===== src/rtl/pxs_vga_stream_gen.sv =====
// pxs_vga_stream_gen: source of the 23-bit VGA pixel stream.
// Free-running horizontal/vertical counters, advanced by the ce pixel enable,
// hold the coordinate of the next pixel. Every enabled edge registers that
// pixel's coordinates, sync levels, ActiveVideo and line/frame strobes.
// Stream layout: [22:13] X, [12:3] Y, [2] HSync, [1] VSync, [0] ActiveVideo.
// H_TOTAL and V_TOTAL must each be at most 1024.
module pxs_vga_stream_gen #(
  parameter int H_ACTIVE = 640,
  parameter int H_FP     = 16,
  parameter int H_SYNC   = 96,
  parameter int H_BP     = 48,
  parameter int V_ACTIVE = 480,
  parameter int V_FP     = 10,
  parameter int V_SYNC   = 2,
  parameter int V_BP     = 33,
  parameter bit SYNC_POL = 1'b0
) (
  input  logic        px_clk,
  input  logic        reset,
  input  logic        ce,
  output logic [22:0] VGAStr_o,
  output logic        line_start_o,
  output logic        frame_start_o
);

  localparam int H_TOTAL = H_ACTIVE + H_FP + H_SYNC + H_BP;
  localparam int V_TOTAL = V_ACTIVE + V_FP + V_SYNC + V_BP;

  // Last counter values before wrap.
  localparam logic [9:0] H_LAST = 10'(H_TOTAL - 1);
  localparam logic [9:0] V_LAST = 10'(V_TOTAL - 1);

  // Region bounds are 11 bits wide so a sync pulse ending exactly at 1024
  // still compares correctly against the zero-extended 10-bit counters.
  localparam logic [10:0] H_ACT_END  = 11'(H_ACTIVE);
  localparam logic [10:0] H_SYNC_BEG = 11'(H_ACTIVE + H_FP);
  localparam logic [10:0] H_SYNC_END = 11'(H_ACTIVE + H_FP + H_SYNC);
  localparam logic [10:0] V_ACT_END  = 11'(V_ACTIVE);
  localparam logic [10:0] V_SYNC_BEG = 11'(V_ACTIVE + V_FP);
  localparam logic [10:0] V_SYNC_END = 11'(V_ACTIVE + V_FP + V_SYNC);

  // Counters: coordinate of the next pixel to emit.
  logic [9:0] hcnt_reg;
  logic [9:0] vcnt_reg;
  logic [9:0] hcnt_next;
  logic [9:0] vcnt_next;

  // Registered stream fields.
  logic [9:0] x_reg;
  logic [9:0] y_reg;
  logic       hsync_reg;
  logic       vsync_reg;
  logic       active_reg;
  logic       line_start_reg;
  logic       frame_start_reg;

  // Decoded attributes of the pixel at (hcnt_reg, vcnt_reg).
  logic [10:0] hcnt_ext;
  logic [10:0] vcnt_ext;
  logic        active_next;
  logic        hsync_next;
  logic        vsync_next;
  logic        line_start_next;
  logic        frame_start_next;

  assign hcnt_ext = {1'b0, hcnt_reg};
  assign vcnt_ext = {1'b0, vcnt_reg};

  // Next counter values: advance X, wrap at end of line and bump Y, wrap Y at end of frame.
  always_comb begin
    hcnt_next = hcnt_reg + 10'd1;
    vcnt_next = vcnt_reg;
    if (hcnt_reg == H_LAST) begin
      hcnt_next = 10'd0;
      if (vcnt_reg == V_LAST) begin
        vcnt_next = 10'd0;
      end else begin
        vcnt_next = vcnt_reg + 10'd1;
      end
    end
  end

  // Decode visibility, sync levels and strobes for the pixel about to be emitted.
  always_comb begin
    active_next      = (hcnt_ext < H_ACT_END) && (vcnt_ext < V_ACT_END);
    hsync_next       = ~SYNC_POL;
    vsync_next       = ~SYNC_POL;
    line_start_next  = (hcnt_reg == 10'd0);
    frame_start_next = (hcnt_reg == 10'd0) && (vcnt_reg == 10'd0);
    if ((hcnt_ext >= H_SYNC_BEG) && (hcnt_ext < H_SYNC_END)) begin
      hsync_next = SYNC_POL;
    end
    // VSync depends on the line only, so it changes together with Y at X=0.
    if ((vcnt_ext >= V_SYNC_BEG) && (vcnt_ext < V_SYNC_END)) begin
      vsync_next = SYNC_POL;
    end
  end

  // Counter state: advances only on enabled edges, cleared by reset.
  always_ff @(posedge px_clk or posedge reset) begin
    if (reset) begin
      hcnt_reg <= 10'd0;
      vcnt_reg <= 10'd0;
    end else if (ce) begin
      hcnt_reg <= hcnt_next;
      vcnt_reg <= vcnt_next;
    end
  end

  // Output register: captures the current pixel; holds (strobes stretch) while ce is low.
  always_ff @(posedge px_clk or posedge reset) begin
    if (reset) begin
      x_reg           <= 10'd0;
      y_reg           <= 10'd0;
      hsync_reg       <= ~SYNC_POL;
      vsync_reg       <= ~SYNC_POL;
      active_reg      <= 1'b0;
      line_start_reg  <= 1'b0;
      frame_start_reg <= 1'b0;
    end else if (ce) begin
      x_reg           <= hcnt_reg;
      y_reg           <= vcnt_reg;
      hsync_reg       <= hsync_next;
      vsync_reg       <= vsync_next;
      active_reg      <= active_next;
      line_start_reg  <= line_start_next;
      frame_start_reg <= frame_start_next;
    end
  end

  assign VGAStr_o      = {x_reg, y_reg, hsync_reg, vsync_reg, active_reg};
  assign line_start_o  = line_start_reg;
  assign frame_start_o = frame_start_reg;

endmodule

===== config.mk =====
export PLATFORM = sky130hd
export DESIGN_NAME = pxs_vga_stream_gen
export DESIGN_NICKNAME = d
export VERILOG_FILES = /design/src/rtl/pxs_vga_stream_gen.sv
export SDC_FILE = /design/constraint.sdc
export NUM_CORES = 1
export LEC_CHECK = 0
export ABC_AREA = 1
export CAP_MARGIN = 40
export CORE_MARGIN = 8
export CORE_UTILIZATION = 49
export DETAILED_ROUTE_END_ITERATION = 10
export HOLD_SLACK_MARGIN = 0.06
export PLACE_DENSITY = 0.8
export SYNTH_ARGS = -nofsm -noshare
export SYNTH_HDL_FRONTEND = slang
export SYNTH_SLANG_ARGS = --single-unit
export TNS_END_PERCENT = 100

===== constraint.sdc =====
create_clock -name px_clk -period 1.3 [get_ports px_clk]
set_input_delay 0.195 -clock px_clk [delete_from_list [all_inputs] [get_ports px_clk]]
set_output_delay 0.195 -clock px_clk [all_outputs]
set_load 0.05 [all_outputs]

After elaboration in Yosys (flattened, before gate mapping)
Index checks and enable logic that the tools add are counted. Widths: inputs -> output; s select.

Flip-flop bits (word level): 45. Bits of input ports: 3. Output and inout port bits: 25. Word-level logic and storage cells: 30.

Add/sub/neg operators: 2. $lt $le $gt $ge: 6. Eq/ne operators: 2. Multiplexer cells: 4. Reductions and logical operators: 7.

Operators by type and width (count): $add 10x1->10 const B (2); $eq 10x10->1 const B (2); $logic_not 10->1 (2); $lt 10x10->1 const B (2); $lt 10x9->1 const B (2); $mux 10 (2); $ge 10x10->1 const B (1); $ge 10x9->1 const B (1); $logic_and 1x1->1 (4); $mux 1 (2); $reduce_and 2->1 (1).

Longest topological paths before layout
Depth in word-level cells: 3. Depth in mapped cells: 9. Mapped depth without buffers: 8.

Least setup slack after synthesis
OpenSTA, ideal clock, no wires.

Kind: register to register. From: reg hcnt_reg[0]. To: reg vcnt_reg[6]. Library setup time: 0.119 ns. Arrival time: 1.258 ns. Data required time: 1.181 ns. Path slack: -0.077 ns. Cell stages (with the launch flop): 10. Path buffers: 1. Period minus slack after synthesis: 1.377 ns. Cells stage by stage: dfrtp_1 ha_1 nand2_1 nor2_4 inv_2 nor2_4 inv_2 buf_6 nand2_1 o21ai_2.

Word-level cells in the longest chain between the ends: 2.

Ends and longest elaborated chain: start: declaration (RTL line 43) `logic [9:0] hcnt_reg;`; start signal: assignment (RTL line 105) `hcnt_reg <= hcnt_next;`; $eq 10x10->1 (RTL line 73) `if (hcnt_reg == H_LAST) begin`; $reduce_and 2->1 (no source line); end signal: assignment (RTL line 106) `vcnt_reg <= vcnt_next;`; end: declaration (RTL line 44) `logic [9:0] vcnt_reg;`.

Every way passes these cells. A chain may end at the register's enable or synchronous reset.

Worst setup path in the final report
From: reg hcnt_reg[1]. To: reg vcnt_reg[2].

The elaborated chain is that of the path after synthesis.

==> run summary <==
Mapped Cells - 259
Area growth syn-to-layout - 46.9%
Total grt overflow - 0
Via count - 1977
Placed cell area - 0.00297 sq mm
Initial antenna violation count - 0
Detail Placement HPWL - 3.84 mm
Initial DRC Count - 129
Arrival @ worst endpoint - 1.59 ns
Max-slew headroom - 0.759
Placed cells - 362
Critical Path Sink Type - flop
Reg2Reg Depth - 8
Worst hold path class - primary input to async pin
Count of nets after finishing - 327
Final Hold Viols - 0
Post-Syn Nets - 266
Via-to-Cell Ratio - 5.30
Final Setup Violations - 15
CTS Hold Bufs - 0
Min cycle time layout - 1.37 ns
Htree depth - 2
# IOs - 28
Crit-path max FO - 11
TritonCTS Buffers - 5
Status - complete, but fails checks
Global-route wire length before repair - 8.47 mm
Hold_ws - 0.237 ns
Vias in the first global route - 1845
Setup ws final - -0.0670 ns
DRC - 0
Die boundary width - 82.3 um
GRT Overall Usage - 0.162
Diodes inserted - 0
Max IR drop VDD - 0.892 mV
Finished Layout Cells - 373
Synth warnings - 0
Slack of the worst reg-to-reg path - -0.07 ns
Synthesized area per cell - 8.32 sq um
Clk pin slew, worst setup/hold paths - 0.08 ns
Reg2Reg Launch Point - hcnt_reg[1]
Number of routed nets with antenna violations - 0
Core area - 0.00429 sq mm
Initial core utilization - 0.502
Total negative slack - -0.610 ns
Synth Flop Type - dfrtp_1
Avg WL per Cell - 14.8 um
CTS Root Cell - clkbuf_8
CP required - 1.52 ns
Drt first pass iters - 4
Final core utilization - 0.737
Max Root-Sink Buffers - 2
Post-synthesis cell area - 0.00215 sq mm
TritonCTS clock tree - built
Routed wire length - 5.51 mm
Seq/Total Area, Yosys - 0.524
Final non-filler cell area - 0.00316 sq mm
Kind of critical path - flop to flop
Post-route clock period utilization - 1.05
Clk_lat worst skew - 0.30 ns
RD Place Congestion - 0.996
F_max - 732 MHz
Startpoint types - flop
Largest net degree at the start of global routing - 46
Die area - 0.00677 sq mm
Seq cells post-synth - 45
FFs w/ async S/R, synth - 1.00
RR Endpoint - vcnt_reg[2]
Core Rows - 24
Clock Skews - 0.00671 ns
# clock sinks - 45
Worst Tran Pin Value - 0.357 ns
Unique masters post-synth - 28
Max-cap violations - 0
Port bufs - 27
Final max-slew violation count - 0
Ratio of cells with drive above 1 in the final layout - 0.312
Post-synth EDFFs - 0
Pwr dens - 1500 mW/mm^2
Die H - 82.3 um
RSZ-0062 raised after global routing - true
Failing checks - negative setup slack
Leak - 1.56 nW
[logic make-up after synthesis]
family | after synthesis | share of synthesized area
buffers and inverters | 41 | 0.0848
adder cells (fa/ha/maj) | 4 | 0.0232
AND/OR/NAND/NOR | 131 | 0.258
flip-flops | 45 | 0.524
XOR/XNOR | 7 | 0.0285
AO/OA/AOI/OAI | 31 | 0.0813
[metal layers]
metal | GRT usage | wire (um) | vias up
met5 | 0 | 0 | -
met4 | 0.0649 | 80 | 0
met3 | 0.0390 | 443 | 8
met2 | 0.252 | 2570 | 80
met1 | 0.211 | 2420 | 951
li1 | - | - | 938
[synthesized netlist by cell type (2+ instances only)]
| cell | n | area, sq um |
|---|---|---|
| o21ai_0 | 22 | 110 |
| nor3_1 | 5 | 25.0 |
| inv_1 | 27 | 101 |
| o22ai_1 | 2 | 12.5 |
| nand3_1 | 16 | 80.1 |
| inv_2 | 2 | 7.51 |
| clkbuf_1 | 5 | 18.8 |
| nand2_1 | 78 | 293 |
| buf_4 | 3 | 22.5 |
| dfstp_2 | 2 | 52.6 |
| nor4_1 | 2 | 12.5 |
| dfrtp_1 | 43 | 1080 |
| buf_6 | 2 | 22.5 |
| o21ai_2 | 2 | 17.5 |
| xor2_1 | 7 | 61.3 |
| nand4_1 | 4 | 25.0 |
| nor2_4 | 2 | 22.5 |
| ha_1 | 4 | 50.1 |
| nor2_1 | 21 | 78.8 |
| buf_2 | 2 | 10.0 |
[where the power goes]
group          total [mW]  internal [mW]  switching [mW]
Clock               0.855          0.378           0.477
Sequential           1.89           1.66           0.228
Combinational        2.00          0.904            1.09
[per-stage QoR]
step           setup slack (ns)  power (mW)
4_1_cts                 -0.0522        4.71
6_report                -0.0670        4.74
5_1_grt                  -0.159        4.95
3_5_place_dp             -0.322        3.87
2_1_floorplan           -0.0452        2.85
3_3_place_gp             -0.278        3.82
[how the worst max path moves through the flow]
| stage | depth (start not counted) | endpoint | slack [ns] | startpoint |
|---|---|---|---|---|
| 2_1_floorplan | 9 | vcnt_reg[6] | -0.05 | hcnt_reg[0] |
| 3_3_place_gp | 6 | frame_start_o | -0.28 | ce |
| 3_5_place_dp | 6 | frame_start_o | -0.32 | ce |
| 4_1_cts | 8 | vcnt_reg[2] | -0.05 | hcnt_reg[1] |
| 5_1_grt | 7 | vcnt_reg[9] | -0.16 | vcnt_reg[1] |
| 6_report | 8 | vcnt_reg[2] | -0.07 | hcnt_reg[1] |
[critical path, cell delays in order (launching register included)]
cell     delay (ns)
dfrtp_1        0.36
ha_2           0.20
nand2_2        0.08
nor2_4         0.14
inv_2          0.05
nor2_4         0.12
buf_6          0.17
nand3_2        0.08
o21ai_0        0.08
[placed cells by master (no fill, tap or decap), types with 3 or more instances in the layout]
master and count:
nand4_1 4, dfrtp_1 43, inv_1 22, nand3_1 12, xor2_1 7, o21ai_0 21
buf_12 27, clkbuf_8 5, nand2_2 4, nor2_1 21, nand2_1 73, buf_4 36
inv_2 6, nand3_2 4, nor3_1 3
[what timing repair did]
action	in CTS	in global routing
setup endpoints to repair	11	18
gates resized for setup	7	16
buffers inserted	0	3
pin swaps	3	8
[area by class of cell]
type                            instances  area (sq um)
Inverter                               29           109
Multi-Input combinational cell        173           938
Sequential cell                        45          1130
Fill cell                             264          1130
Timing Repair Buffer                   66           842
Clock inverter                          1          5.00
Tap cell                               52          65.1
Clock buffer                            7          76.3
(Power assumes the default switching activity.)
